### config.mk
export PLATFORM = sky130hd
export DESIGN_NAME = sd_init_seq
export DESIGN_NICKNAME = d
export VERILOG_FILES = /design/src/rtl/sd_pkg.sv /design/src/rtl/sd_init_step_rom.sv /design/src/rtl/sd_init_seq.sv
export SDC_FILE = /design/constraint.sdc
export NUM_CORES = 1
export LEC_CHECK = 0
export CORE_ASPECT_RATIO = 0.8
export CORE_MARGIN = 2
export CORE_UTILIZATION = 33
export DETAILED_ROUTE_END_ITERATION = 6
export GPL_TIMING_DRIVEN = 1
export PLACE_DENSITY = 0.66
export SLEW_MARGIN = 15
export SYNTH_ARGS = -nofsm -noshare
export SYNTH_HDL_FRONTEND = slang
export SYNTH_SLANG_ARGS = --single-unit
### constraint.sdc
create_clock -name clk -period 2.7 [get_ports clk]
set_input_delay 0.54 -clock clk [delete_from_list [all_inputs] [get_ports clk]]
set_output_delay 0.54 -clock clk [all_outputs]
set_load 0.02 [all_outputs]
### src/rtl/sd_pkg.sv
// sd_pkg: shared constants and types for the SPI-mode SD card init sequencer.
//   - SD command indices used during initialization
//   - R1 response codes
//   - err_t  : failure cause reported on err_code
//   - state_t: sequencer FSM states
//   - step_t : position in the initialization command table
package sd_pkg;

  localparam logic [5:0] CMD0  = 6'd0;
  localparam logic [5:0] CMD8  = 6'd8;
  localparam logic [5:0] CMD16 = 6'd16;
  localparam logic [5:0] CMD41 = 6'd41;
  localparam logic [5:0] CMD55 = 6'd55;
  localparam logic [5:0] CMD58 = 6'd58;

  localparam logic [7:0] R1_IDLE    = 8'h01;
  localparam logic [7:0] R1_READY   = 8'h00;
  localparam logic [7:0] R1_ILLEGAL = 8'h05;
  localparam logic [7:0] R1_TIMEOUT = 8'hFF;

  localparam logic [31:0] ARG_NONE       = 32'h0000_0000;
  localparam logic [31:0] ARG_CMD8       = 32'h0000_01AA;  // 2.7-3.6V, check pattern 0xAA
  localparam logic [31:0] ARG_ACMD41_HCS = 32'h4000_0000;  // host supports high capacity
  localparam logic [31:0] ARG_BLOCKLEN   = 32'd512;
  localparam logic [11:0] CMD8_ECHO      = 12'h1AA;

  typedef enum logic [2:0] {
    ERR_NONE       = 3'd0,
    ERR_CMD0       = 3'd1,
    ERR_CMD8       = 3'd2,
    ERR_ACMD41_R1  = 3'd3,
    ERR_ACMD41_MAX = 3'd4,
    ERR_CMD58      = 3'd5,
    ERR_CMD16      = 3'd6,
    ERR_TIMEOUT    = 3'd7
  } err_t;

  typedef enum logic [3:0] {
    S_IDLE    = 4'd0,
    S_POWERUP = 4'd1,
    S_ISSUE   = 4'd2,
    S_WAIT    = 4'd3,
    S_RELEASE = 4'd4,
    S_CHECK   = 4'd5,
    S_GAP     = 4'd6,
    S_DONE    = 4'd7,
    S_FAIL    = 4'd8
  } state_t;

  typedef enum logic [2:0] {
    STEP_CMD0  = 3'd0,
    STEP_CMD8  = 3'd1,
    STEP_CMD55 = 3'd2,
    STEP_CMD41 = 3'd3,
    STEP_CMD58 = 3'd4,
    STEP_CMD16 = 3'd5
  } step_t;

endpackage

### src/rtl/sd_init_step_rom.sv
// sd_init_step_rom: combinational initialization command table.
// Ports:
//   step      in   current step
//   v2        in   card answered CMD8 (physical layer v2.00+)
//   sdhc      in   card is block-addressed (CCS), as known for this step
//   index     out  command index to issue for step
//   argument  out  command argument for step (ACMD41 HCS depends on v2)
//   next_step out  step following a passing response
//   last      out  a passing response on this step completes initialization
module sd_init_step_rom
  import sd_pkg::*;
(
  input  step_t       step,
  input  logic        v2,
  input  logic        sdhc,
  output logic [5:0]  index,
  output logic [31:0] argument,
  output step_t       next_step,
  output logic        last
);

  always_comb begin
    index     = CMD0;
    argument  = ARG_NONE;
    next_step = STEP_CMD0;
    last      = 1'b0;
    case (step)
      STEP_CMD0: begin
        index     = CMD0;
        next_step = STEP_CMD8;
      end
      STEP_CMD8: begin
        index     = CMD8;
        argument  = ARG_CMD8;
        next_step = STEP_CMD55;
      end
      STEP_CMD55: begin
        index     = CMD55;
        next_step = STEP_CMD41;
      end
      STEP_CMD41: begin
        index     = CMD41;
        argument  = v2 ? ARG_ACMD41_HCS : ARG_NONE;
        // v1 cards have no OCR CCS bit worth reading; go straight to block length
        next_step = v2 ? STEP_CMD58 : STEP_CMD16;
      end
      STEP_CMD58: begin
        index     = CMD58;
        next_step = STEP_CMD16;
        // block-addressed cards have a fixed 512-byte block; skip CMD16
        last      = sdhc;
      end
      STEP_CMD16: begin
        index     = CMD16;
        argument  = ARG_BLOCKLEN;
        last      = 1'b1;
      end
      default: begin
        index     = CMD0;
        next_step = STEP_CMD0;
      end
    endcase
  end

endmodule

### src/rtl/sd_init_seq.sv
// sd_init_seq: power-up and initialization sequencer for an SPI-mode SD card.
// Issues CMD0, CMD8, CMD55/ACMD41 (polled), CMD58 and CMD16 through the
// command/response unit and reports ready / card type / coded failure.
// Optional build macro: SD_INIT_CMD0_RETRY_EN -- a CMD0 response timeout
// returns to POWERUP up to 3 extra times before failing with err_code 7.
// Ports:
//   clk, reset        clock, synchronous active-high reset
//   start             level; rising edge begins initialization
//   busy/done/error   status levels
//   err_code[2:0]     failure cause (valid while error)
//   card_sdhc         card is block-addressed (valid while done)
//   cs_n              card chip select
//   cmd_index[5:0], cmd_argument[31:0], cmd_start -> command/response unit
//   cmd_finish, cmd_response[39:0]                <- command/response unit
module sd_init_seq
  import sd_pkg::*;
#(
  parameter int unsigned POWERUP_CYCLES = 1000,
  parameter int unsigned ACMD41_MAX     = 1023,
  parameter int unsigned RETRY_GAP      = 64
) (
  input  logic        clk,
  input  logic        reset,
  input  logic        start,
  output logic        busy,
  output logic        done,
  output logic        error,
  output logic [2:0]  err_code,
  output logic        card_sdhc,
  output logic        cs_n,
  output logic [5:0]  cmd_index,
  output logic [31:0] cmd_argument,
  output logic        cmd_start,
  input  logic        cmd_finish,
  input  logic [39:0] cmd_response
);

  localparam int unsigned CNT_MAX = (POWERUP_CYCLES > RETRY_GAP) ? POWERUP_CYCLES : RETRY_GAP;
  localparam int unsigned CNT_W   = (CNT_MAX > 1) ? $clog2(CNT_MAX) : 1;

  state_t           state;
  step_t            step;
  logic             start_q;
  logic             start_edge;
  logic [CNT_W-1:0] cnt;
  logic [9:0]       attempts;
  logic             v2;
  logic             sdhc_q;
  err_t             err_q;
  logic [7:0]       r1_q;
  logic [11:0]      echo_q;
  logic             ccs_q;
`ifdef SD_INIT_CMD0_RETRY_EN
  logic [1:0]       cmd0_retries;
`endif

  logic [5:0]       rom_index;
  logic [31:0]      rom_argument;
  step_t            rom_next;
  logic             rom_last;
  logic             rom_sdhc;

  logic             pu_last;
  logic             gap_last;
  logic             chk_pass;
  logic             chk_gap;
  logic             chk_retry;
  logic             chk_fail;
  logic             chk_v2;
  err_t             chk_err;

  logic             unused_resp_bits;
  assign unused_resp_bits = ^{cmd_response[31], cmd_response[29:12]};

  assign start_edge = start & ~start_q;

  // CCS is only meaningful while evaluating CMD58; elsewhere use the stored value
  assign rom_sdhc = (step == STEP_CMD58) ? ccs_q : sdhc_q;

  sd_init_step_rom u_rom (
    .step      (step),
    .v2        (v2),
    .sdhc      (rom_sdhc),
    .index     (rom_index),
    .argument  (rom_argument),
    .next_step (rom_next),
    .last      (rom_last)
  );

  assign pu_last  = (POWERUP_CYCLES <= 1) || (cnt == CNT_W'(POWERUP_CYCLES - 1));
  assign gap_last = (RETRY_GAP <= 1)      || (cnt == CNT_W'(RETRY_GAP - 1));

  // Response evaluation for the current step; a timeout outranks every step rule.
  always_comb begin
    chk_pass  = 1'b0;
    chk_gap   = 1'b0;
    chk_retry = 1'b0;
    chk_fail  = 1'b0;
    chk_err   = ERR_NONE;
    chk_v2    = v2;
    if (r1_q == R1_TIMEOUT) begin
      chk_fail = 1'b1;
      chk_err  = ERR_TIMEOUT;
`ifdef SD_INIT_CMD0_RETRY_EN
      if (step == STEP_CMD0 && cmd0_retries != 2'd3) begin
        chk_fail  = 1'b0;
        chk_retry = 1'b1;
      end
`endif
    end else begin
      case (step)
        STEP_CMD0: begin
          if (r1_q == R1_IDLE) chk_pass = 1'b1;
          else begin chk_fail = 1'b1; chk_err = ERR_CMD0; end
        end
        STEP_CMD8: begin
          if (r1_q == R1_IDLE && echo_q == CMD8_ECHO) begin
            chk_pass = 1'b1;
            chk_v2   = 1'b1;
          end else if (r1_q == R1_ILLEGAL) begin
            chk_pass = 1'b1;
            chk_v2   = 1'b0;
          end else begin
            chk_fail = 1'b1;
            chk_err  = ERR_CMD8;
          end
        end
        STEP_CMD55: begin
          if (r1_q == R1_READY || r1_q == R1_IDLE) chk_pass = 1'b1;
          else begin chk_fail = 1'b1; chk_err = ERR_ACMD41_R1; end
        end
        STEP_CMD41: begin
          if (r1_q == R1_READY) chk_pass = 1'b1;
          else if (r1_q == R1_IDLE) begin
            if ((32'(attempts) + 32'd1) >= ACMD41_MAX) begin
              chk_fail = 1'b1;
              chk_err  = ERR_ACMD41_MAX;
            end else begin
              chk_gap = 1'b1;
            end
          end else begin
            chk_fail = 1'b1;
            chk_err  = ERR_ACMD41_R1;
          end
        end
        STEP_CMD58: begin
          if (r1_q == R1_READY) chk_pass = 1'b1;
          else begin chk_fail = 1'b1; chk_err = ERR_CMD58; end
        end
        STEP_CMD16: begin
          if (r1_q == R1_READY) chk_pass = 1'b1;
          else begin chk_fail = 1'b1; chk_err = ERR_CMD16; end
        end
        default: begin
          chk_fail = 1'b1;
          chk_err  = ERR_CMD0;
        end
      endcase
    end
  end

  always_ff @(posedge clk) begin
    if (reset) begin
      state        <= S_IDLE;
      step         <= STEP_CMD0;
      start_q      <= 1'b0;
      cnt          <= '0;
      attempts     <= '0;
      v2           <= 1'b0;
      sdhc_q       <= 1'b0;
      err_q        <= ERR_NONE;
      r1_q         <= '0;
      echo_q       <= '0;
      ccs_q        <= 1'b0;
      cmd_start    <= 1'b0;
      cmd_index    <= '0;
      cmd_argument <= '0;
`ifdef SD_INIT_CMD0_RETRY_EN
      cmd0_retries <= '0;
`endif
    end else begin
      start_q <= start;
      case (state)
        // DONE and FAIL hold their status and behave like IDLE for a new start
        S_IDLE, S_DONE, S_FAIL: begin
          if (start_edge) begin
            state    <= S_POWERUP;
            step     <= STEP_CMD0;
            cnt      <= '0;
            attempts <= '0;
            v2       <= 1'b0;
            sdhc_q   <= 1'b0;
            err_q    <= ERR_NONE;
`ifdef SD_INIT_CMD0_RETRY_EN
            cmd0_retries <= '0;
`endif
          end
        end
        S_POWERUP: begin
          if (pu_last) begin
            state <= S_ISSUE;
            step  <= STEP_CMD0;
          end else begin
            cnt <= cnt + 1'b1;
          end
        end
        S_ISSUE: begin
          cmd_index    <= rom_index;
          cmd_argument <= rom_argument;
          cmd_start    <= 1'b1;
          state        <= S_WAIT;
        end
        S_WAIT: begin
          if (cmd_finish) begin
            r1_q      <= cmd_response[39:32];
            echo_q    <= cmd_response[11:0];
            ccs_q     <= cmd_response[30];
            cmd_start <= 1'b0;
            state     <= S_RELEASE;
          end
        end
        S_RELEASE: begin
          if (!cmd_finish) state <= S_CHECK;
        end
        S_CHECK: begin
          v2 <= chk_v2;
          if (chk_retry) begin
            state <= S_POWERUP;
            cnt   <= '0;
`ifdef SD_INIT_CMD0_RETRY_EN
            cmd0_retries <= cmd0_retries + 2'd1;
`endif
          end else if (chk_fail) begin
            err_q <= chk_err;
            state <= S_FAIL;
          end else if (chk_gap) begin
            attempts <= attempts + 10'd1;
            cnt      <= '0;
            state    <= S_GAP;
          end else if (chk_pass) begin
            if (step == STEP_CMD58) sdhc_q <= ccs_q;
            if (rom_last) begin
              state <= S_DONE;
            end else begin
              step  <= rom_next;
              state <= S_ISSUE;
            end
          end
        end
        S_GAP: begin
          if (gap_last) begin
            state <= S_ISSUE;
            step  <= STEP_CMD55;
          end else begin
            cnt <= cnt + 1'b1;
          end
        end
        default: state <= S_IDLE;
      endcase
    end
  end

  assign busy      = state inside {S_POWERUP, S_ISSUE, S_WAIT, S_RELEASE, S_CHECK, S_GAP};
  assign done      = (state == S_DONE);
  assign error     = (state == S_FAIL);
  assign cs_n      = state inside {S_IDLE, S_POWERUP, S_FAIL};
  assign err_code  = err_q;
  assign card_sdhc = sdhc_q;

endmodule

==> flow_summary.ini, run 1 <==
[place]
gp_congestion = 0.8990
placed_cell_area_um2 = 4492
hpwl_mm = 7.341
numPortBuffers = 46

[cts]
cts_tree = done
clock-root-buffer = clkbuf_16
cts-buffers-inserted = 9
clkTransAtPathRegs_ns = 0.06
clk_path_buf_depth = 2
clk_latency_ns = 0.34
h-tree-depth = 3
cts_hold_buffers = 0
cts.sinks = 64

[route]
remaining_drc_errors = 0
wire_per_inst_um = 13.95
drtPass1Iterations = 4
wl_mm = 9.959
postRouteAntennaNets = 0
vias_per_cell = 5.221
dr_total_vias = 3728
drt_iter0_markers = 241

[final_layout]
insertedDiodeCount = 0
drive_above_1_share_pct = 12.90
final_area_um2 = 4787
syn2layout_area_growth_pct = 24.22
final_nets = 611
fin_util_pct = 41.72

[timing]
tns_ns = 0
period_share_pct = 95.19
whs_ns = 0.4544
fmax_mhz = 389.1
max-slew-margin-rel_pct = 52.94
finClkSkew_ns = 0.007503
finalHoldViolations = 0
min_period_ns = 2.570
setup_violations = 0
slew_violations = 0
worst_pin_slew_ns = 0.7059
rsz0062_at_grt = no

[grt]
grt_pass1_vias = 3488
grt_max_degree = 36
grt-ovfl-total = 0
grt_pass1_wl_mm = 17.00
grtUsageTotal_pct = 16.54
antenna_found_initial = 0

[power]
ir_drop_mv = 0.3347
finalPower_mw = 2.971
netSwitchingPower_mw = 0.9874
power_frac_clock_pct = 36.5
p_per_area_nw_per_um2 = 620.5
power_frac_comb_pct = 28.1
p_int_mw = 1.983
swShare_pct = 33.24
leakage_nw = 1.726
p_seq_share_pct = 35.4

[worst_setup_path]
crit_family = compound AO/OA/AOI/OAI gates
r2r_start = attempts[0]$_SDFFE_PP0P_
critPathSlowestCell = or4_4
slowest_delay_ns = 0.49
path_buf_inv = 3
required_ns = 2.95
start_kind = flip-flop
arrival_ns = 2.82
cp-end-kind = flip-flop
path_cells = buf_4 > ha_1 > a21oi_1 > nor3_1 > or4_4 > buf_4 > o2111a_1 > a21oi_1 > o21bai_2 > buf_12 > o221ai_1
r2r_cells = 11
path_class = flip-flop to flip-flop
cp.depth = 11
cp_max_fo = 15
rrSetupSlack_ns = 0.13
crit_start = attempts[0]$_SDFFE_PP0P_

[min_path]
hp-start = echo_q[1]$_SDFFE_PP0P_
hp-class = flip-flop to flip-flop
hold_depth = 2

[die]
io_pins = 91
die_y_um = 100.7
coreArea_um2 = 11470
die-area_um2 = 12560
die_width_um = 124.8
fp-row-count = 35
start_util_pct = 33.59

[synthesis]
synth.area.top_cells = dfxtp_1 (33%), a21oi_1 (7.1%), nand2_1 (7.0%)
ys_seq_elements = 64
ys_seq_area_share_pct = 33.25
synth_top_area_share_pct = 33.25
yosysTopAreaCell = dfxtp_1
synth_edf_count = 0
ys_types = 71
synth_area_um2 = 3854
synth_flop_cell = dfxtp_1
postSynth.asyncResetShare_pct = 0
syn_inst = 505
avgSynthCellArea_um2 = 7.631
ys_warn_count = 0

[run_status]
status = complete, no violations

[job]
maxCapViolCount = 0
-- cells in the final DEF, fill, tap and decap left out, types with 5 or more instances in the layout --
cell / count
a31oi_1: 7
clkbuf_16: 9
nand3b_1: 5
nand2_1: 72
or3_1: 5
a21oi_1: 55
nor3_1: 16
o21ai_0: 28
nand2b_1: 5
inv_1: 17
ha_1: 6
dfxtp_1: 61
nor2_1: 40
nand4_1: 8
nand3_1: 24
and2_1: 7
and3_1: 7
buf_4: 29
conb_1: 25
clkdlybuf4s50_1: 45
-- per-layer routing --
layer	up-vias	part of all wire, %	GRT usage (%)
met5	-	0	0
met4	0	0.68	3.932
met3	6	7.7	5.202
met2	125	44	26.02
met1	1729	48	22.29
li1	1868	-	-
-- power groups by stage --
stage                     clock network [mW]  registers (mW)  logic (mW)
after global routing                    1.15            1.06       0.924
after detailed placement                   0            1.07       0.821
after global placement                     0            1.06       0.803
after CTS                               1.11            1.05       0.828
final                                   1.09            1.05       0.835
after floorplan                            0            1.05       0.571
-- through the flow --
step,cells,setup slack (ns)
final,714,0.1300
after global routing,714,0.002510
after CTS,713,0.06563
after detailed placement,697,-0.1442
after global placement,697,-0.07924
after floorplan,529,0.3183
-- final cells by class --
cell class,count,area [µm²]
repair buffers,76,693.2
multi-input cells,393,2286
well taps,148,185.2
clock inverters,6,35.03
flip-flops and latches,64,1285
clock buffers,10,239.0
fillers,1168,6686
inverters,17,63.81
-- what timing repair did --
item	CTS	global route
buffers inserted	0	1
resized for setup	0	5
endpoints found under the setup margin	0	13
-- cells in the mapped netlist, drive strengths merged, types with 2 or more instances --
master and instances:
a211oi 6, a21o 3, a21oi 55, a221oi 2, a311oi 2, a31oi 7, and2 7, and3 8
and3b 2, and4b 4, buf 36, clkbuf 19, dfxtp 64, ha 6, inv 17, nand2 72
nand2b 5, nand3 24, nand3b 6, nand4 8, nor2 41, nor2b 2, nor3 18, nor3b 2
nor4 5, nor4b 4, o211ai 4, o21ai 30, o21bai 4, o22ai 4, o32ai 2, or3 5
or3b 2, or4 4, xnor2 4
-- worst register-to-register path, stage by stage, from the launching register on --
cell and delay [ns]:
dfxtp_1 0.31, buf_4 0.15, ha_1 0.25, a21oi_1 0.14, nor3_1 0.06, or4_4 0.49, buf_4 0.16, o2111a_1 0.28
a21oi_1 0.20, o21bai_2 0.11, buf_12 0.16, o221ai_1 0.18
-- sequential cells by signal (all words and copies together) (netlist names) --
name          flops
echo_q           12
state             4
card_sdhc         1
cmd_index         6
r1_q              8
start_q           1
ccs_q             1
err_code          3
v2                1
attempts         10
cmd_start         1
cmd_argument      3
cnt              10
step              3
-- logic make-up (layout without fill, tap and decap cells) --
logic type / count (synthesis) / in the layout / share of synthesized area (%)
and+or+nand+nor: 224 / 224 / 31.17
AOI/OAI and AO/OA: 132 / 132 / 21.95
buffers and inverters: 72 / 109 / 10.19
DFF: 64 / 64 / 33.25
adders and majority gates: 6 / 6 / 1.948
xor gates and xnor gates: 5 / 5 / 1.136
other: 1 / 25 / 0.09731
muxes: 1 / 1 / 0.2598
-- worst paths after layout --
kind                         endpoint
max          attempts[2]$_SDFFE_PP0P_
min            echo_q[1]$_SDFFE_PP0P_
max reg2reg  attempts[2]$_SDFFE_PP0P_
min reg2reg    echo_q[1]$_SDFFE_PP0P_
Power figures use the tool's default switching activity.
==> run 2, diff against run 1 <==
Settings changed: CORE_UTILIZATION 33 to 50, CTS_CLUSTER_DIAMETER from default to 30, PLACE_DENSITY 0.66 to 0.89.
==> flow_summary.ini, run 2 (synthesized netlist as in run 1, its figures left out) <==
[final_layout]
insertedDiodeCount = 0
syn2layout_area_growth_pct = 19.32
largest_register = echo_q
largest_reg_flops = 12
drive_above_1_share_pct = 11.76
final_nets = 606
layout_common_cells = nand2_1 (72), dfxtp_1 (62), a21oi_1 (55)
mostFrequentLayoutCell = nand2_1
reg_top3 = echo_q (12), attempts (10), cnt (10)

[timing]
period_share_pct = 95.01
worst_slack_ns = 0.1348
max-slew-margin-rel_pct = 56.90
setup_violations = 0
rsz0062_at_grt = no
finalHoldViolations = 0
worst_pin_slew_ns = 0.6464
slew_violations = 0
min_period_ns = 2.565
fmax_mhz = 389.8
finClkSkew_ns = 0.01191

[cts]
clock-root-buffer = clkbuf_8
clk_latency_ns = 0.35
cts-buffers-inserted = 9
clkTransAtPathRegs_ns = 0.08
cts_tree = done
clk_path_buf_depth = 2
cts.sinks = 64
h-tree-depth = 3

[power]
p_per_area_nw_per_um2 = 589.2
ir_drop_mv = 0.5156
leakage_nw = 1.656
finalPower_mw = 2.709

[place]
place_ws_ns = -0.1859
numPortBuffers = 46
gp_congestion = 0.9611
hpwl_mm = 7.006

[die]
io_pins = 91
start_util_pct = 51.89
die-area_um2 = 8430
die_width_um = 102.2
fp-row-count = 28
coreArea_um2 = 7427
die_y_um = 82.53

[worst_setup_path]
r2r_start = attempts[0]$_SDFFE_PP0P_
cp-end-kind = flip-flop
r2r_cells = 9
worstReg2RegEnd = err_code[1]$_SDFFE_PP0P_
cp_max_fo = 4
path_class = flip-flop to flip-flop
arrival_ns = 2.84
required_ns = 2.98
start_kind = flip-flop
rrSetupSlack_ns = 0.13

[route]
remaining_drc_errors = 0
postRouteAntennaNets = 0
wire_per_inst_um = 14.31
drtPass1Iterations = 7
drt_iter0_markers = 323
vias_per_cell = 5.686
wl_mm = 9.530
dr_total_vias = 3787

[grt]
grt_pass1_wl_mm = 15.72
grt_pass1_vias = 3396
grtUsageTotal_pct = 23.48
grt_max_degree = 34
grt-ovfl-total = 0
antenna_found_initial = 0

[job]
maxCapViolCount = 0

[run_status]
status = complete, no violations

[min_path]
hp-start = echo_q[5]$_SDFFE_PP0P_
hold_depth = 2
min_to = echo_q[5]$_SDFFE_PP0P_
hp-class = flip-flop to flip-flop
## run 2: cell count changes in the layout (fill, tap and decap cells not counted), moves of 2 or more
cell	change
clkbuf_8	+8
clkinv_2	-2
buf_4	-4
clkinv_4	+2
clkbuf_16	-9
## run 2: per-layer routing
metal  routed length, µm  GRT usage, %  part of all wire (%)  vias up
met1                4306         30.62                    45     1754
met5                   0             0                     0        -
met2                4285         37.50                    45      163
met3                 824         6.818                   8.6       10
li1                    -             -                     -     1860
met4                 113         7.733                   1.2        0
## run 2: worst max-delay path by stage
stage	from	end	slack, ns	cells after the start
4_1_cts	attempts[1]$_SDFFE_PP0P_	cnt[7]$_SDFFE_PP0P_	0.02	9
3_5_place_dp	start	cnt[9]$_SDFFE_PP0P_	-0.19	9
3_3_place_gp	start	cnt[5]$_SDFFE_PP0P_	-0.09	8
2_1_floorplan	attempts[0]$_SDFFE_PP0P_	attempts[9]$_SDFFE_PP0P_	0.32	10
5_1_grt	attempts[0]$_SDFFE_PP0P_	cnt[7]$_SDFFE_PP0P_	0.004	10
6_report	attempts[0]$_SDFFE_PP0P_	err_code[1]$_SDFFE_PP0P_	0.13	9
## run 2: area by class of cell
cell class                      instances  area (µm²)
Fill cell                             648        2829
Multi-Input combinational cell        393        2280
Timing Repair Buffer                   71       643.1
Clock buffer                            9       123.9
Inverter                               17       63.81
Sequential cell                        64        1284
Clock inverter                          7       72.57
Tap cell                              105       131.4
## run 2: critical path, cell delays in order (launching register included)
cell and delay, ns:
dfxtp_1 0.34, inv_1 0.07, ha_1 0.31, nor2_1 0.11, o21bai_1 0.09, or4_4 0.56, o21ai_2 0.26, o21ai_0 0.26
or2_2 0.37, a21oi_1 0.12
## run 2: what timing repair did
action                                  CTS  global route
hold buffers                              0             0
endpoints found under the hold margin     0             0
gates resized for setup                   0             4
buffers inserted                          0             1
endpoints found under the setup margin    0            16
## run 2: power breakdown
group / switching, mW / internal, mW / total (mW)
sequential: 0.0621 / 0.991 / 1.05
clock: 0.399 / 0.425 / 0.825
combinational: 0.478 / 0.353 / 0.831
## run 2: stage by stage
step	utilization [%]	std cells	TNS [ns]	instance area (µm²)	hold slack (ns)
5_1_grt	61.91	666	0	4598	0.4790
2_1_floorplan	-	529	0	3944	0.4314
4_1_cts	61.73	665	0	4584	0.4551
3_5_place_dp	59.08	649	-1.089	4388	0.4443
6_report	61.91	666	0	4598	0.4538
3_3_place_gp	59.08	649	-0.4071	4388	0.4388
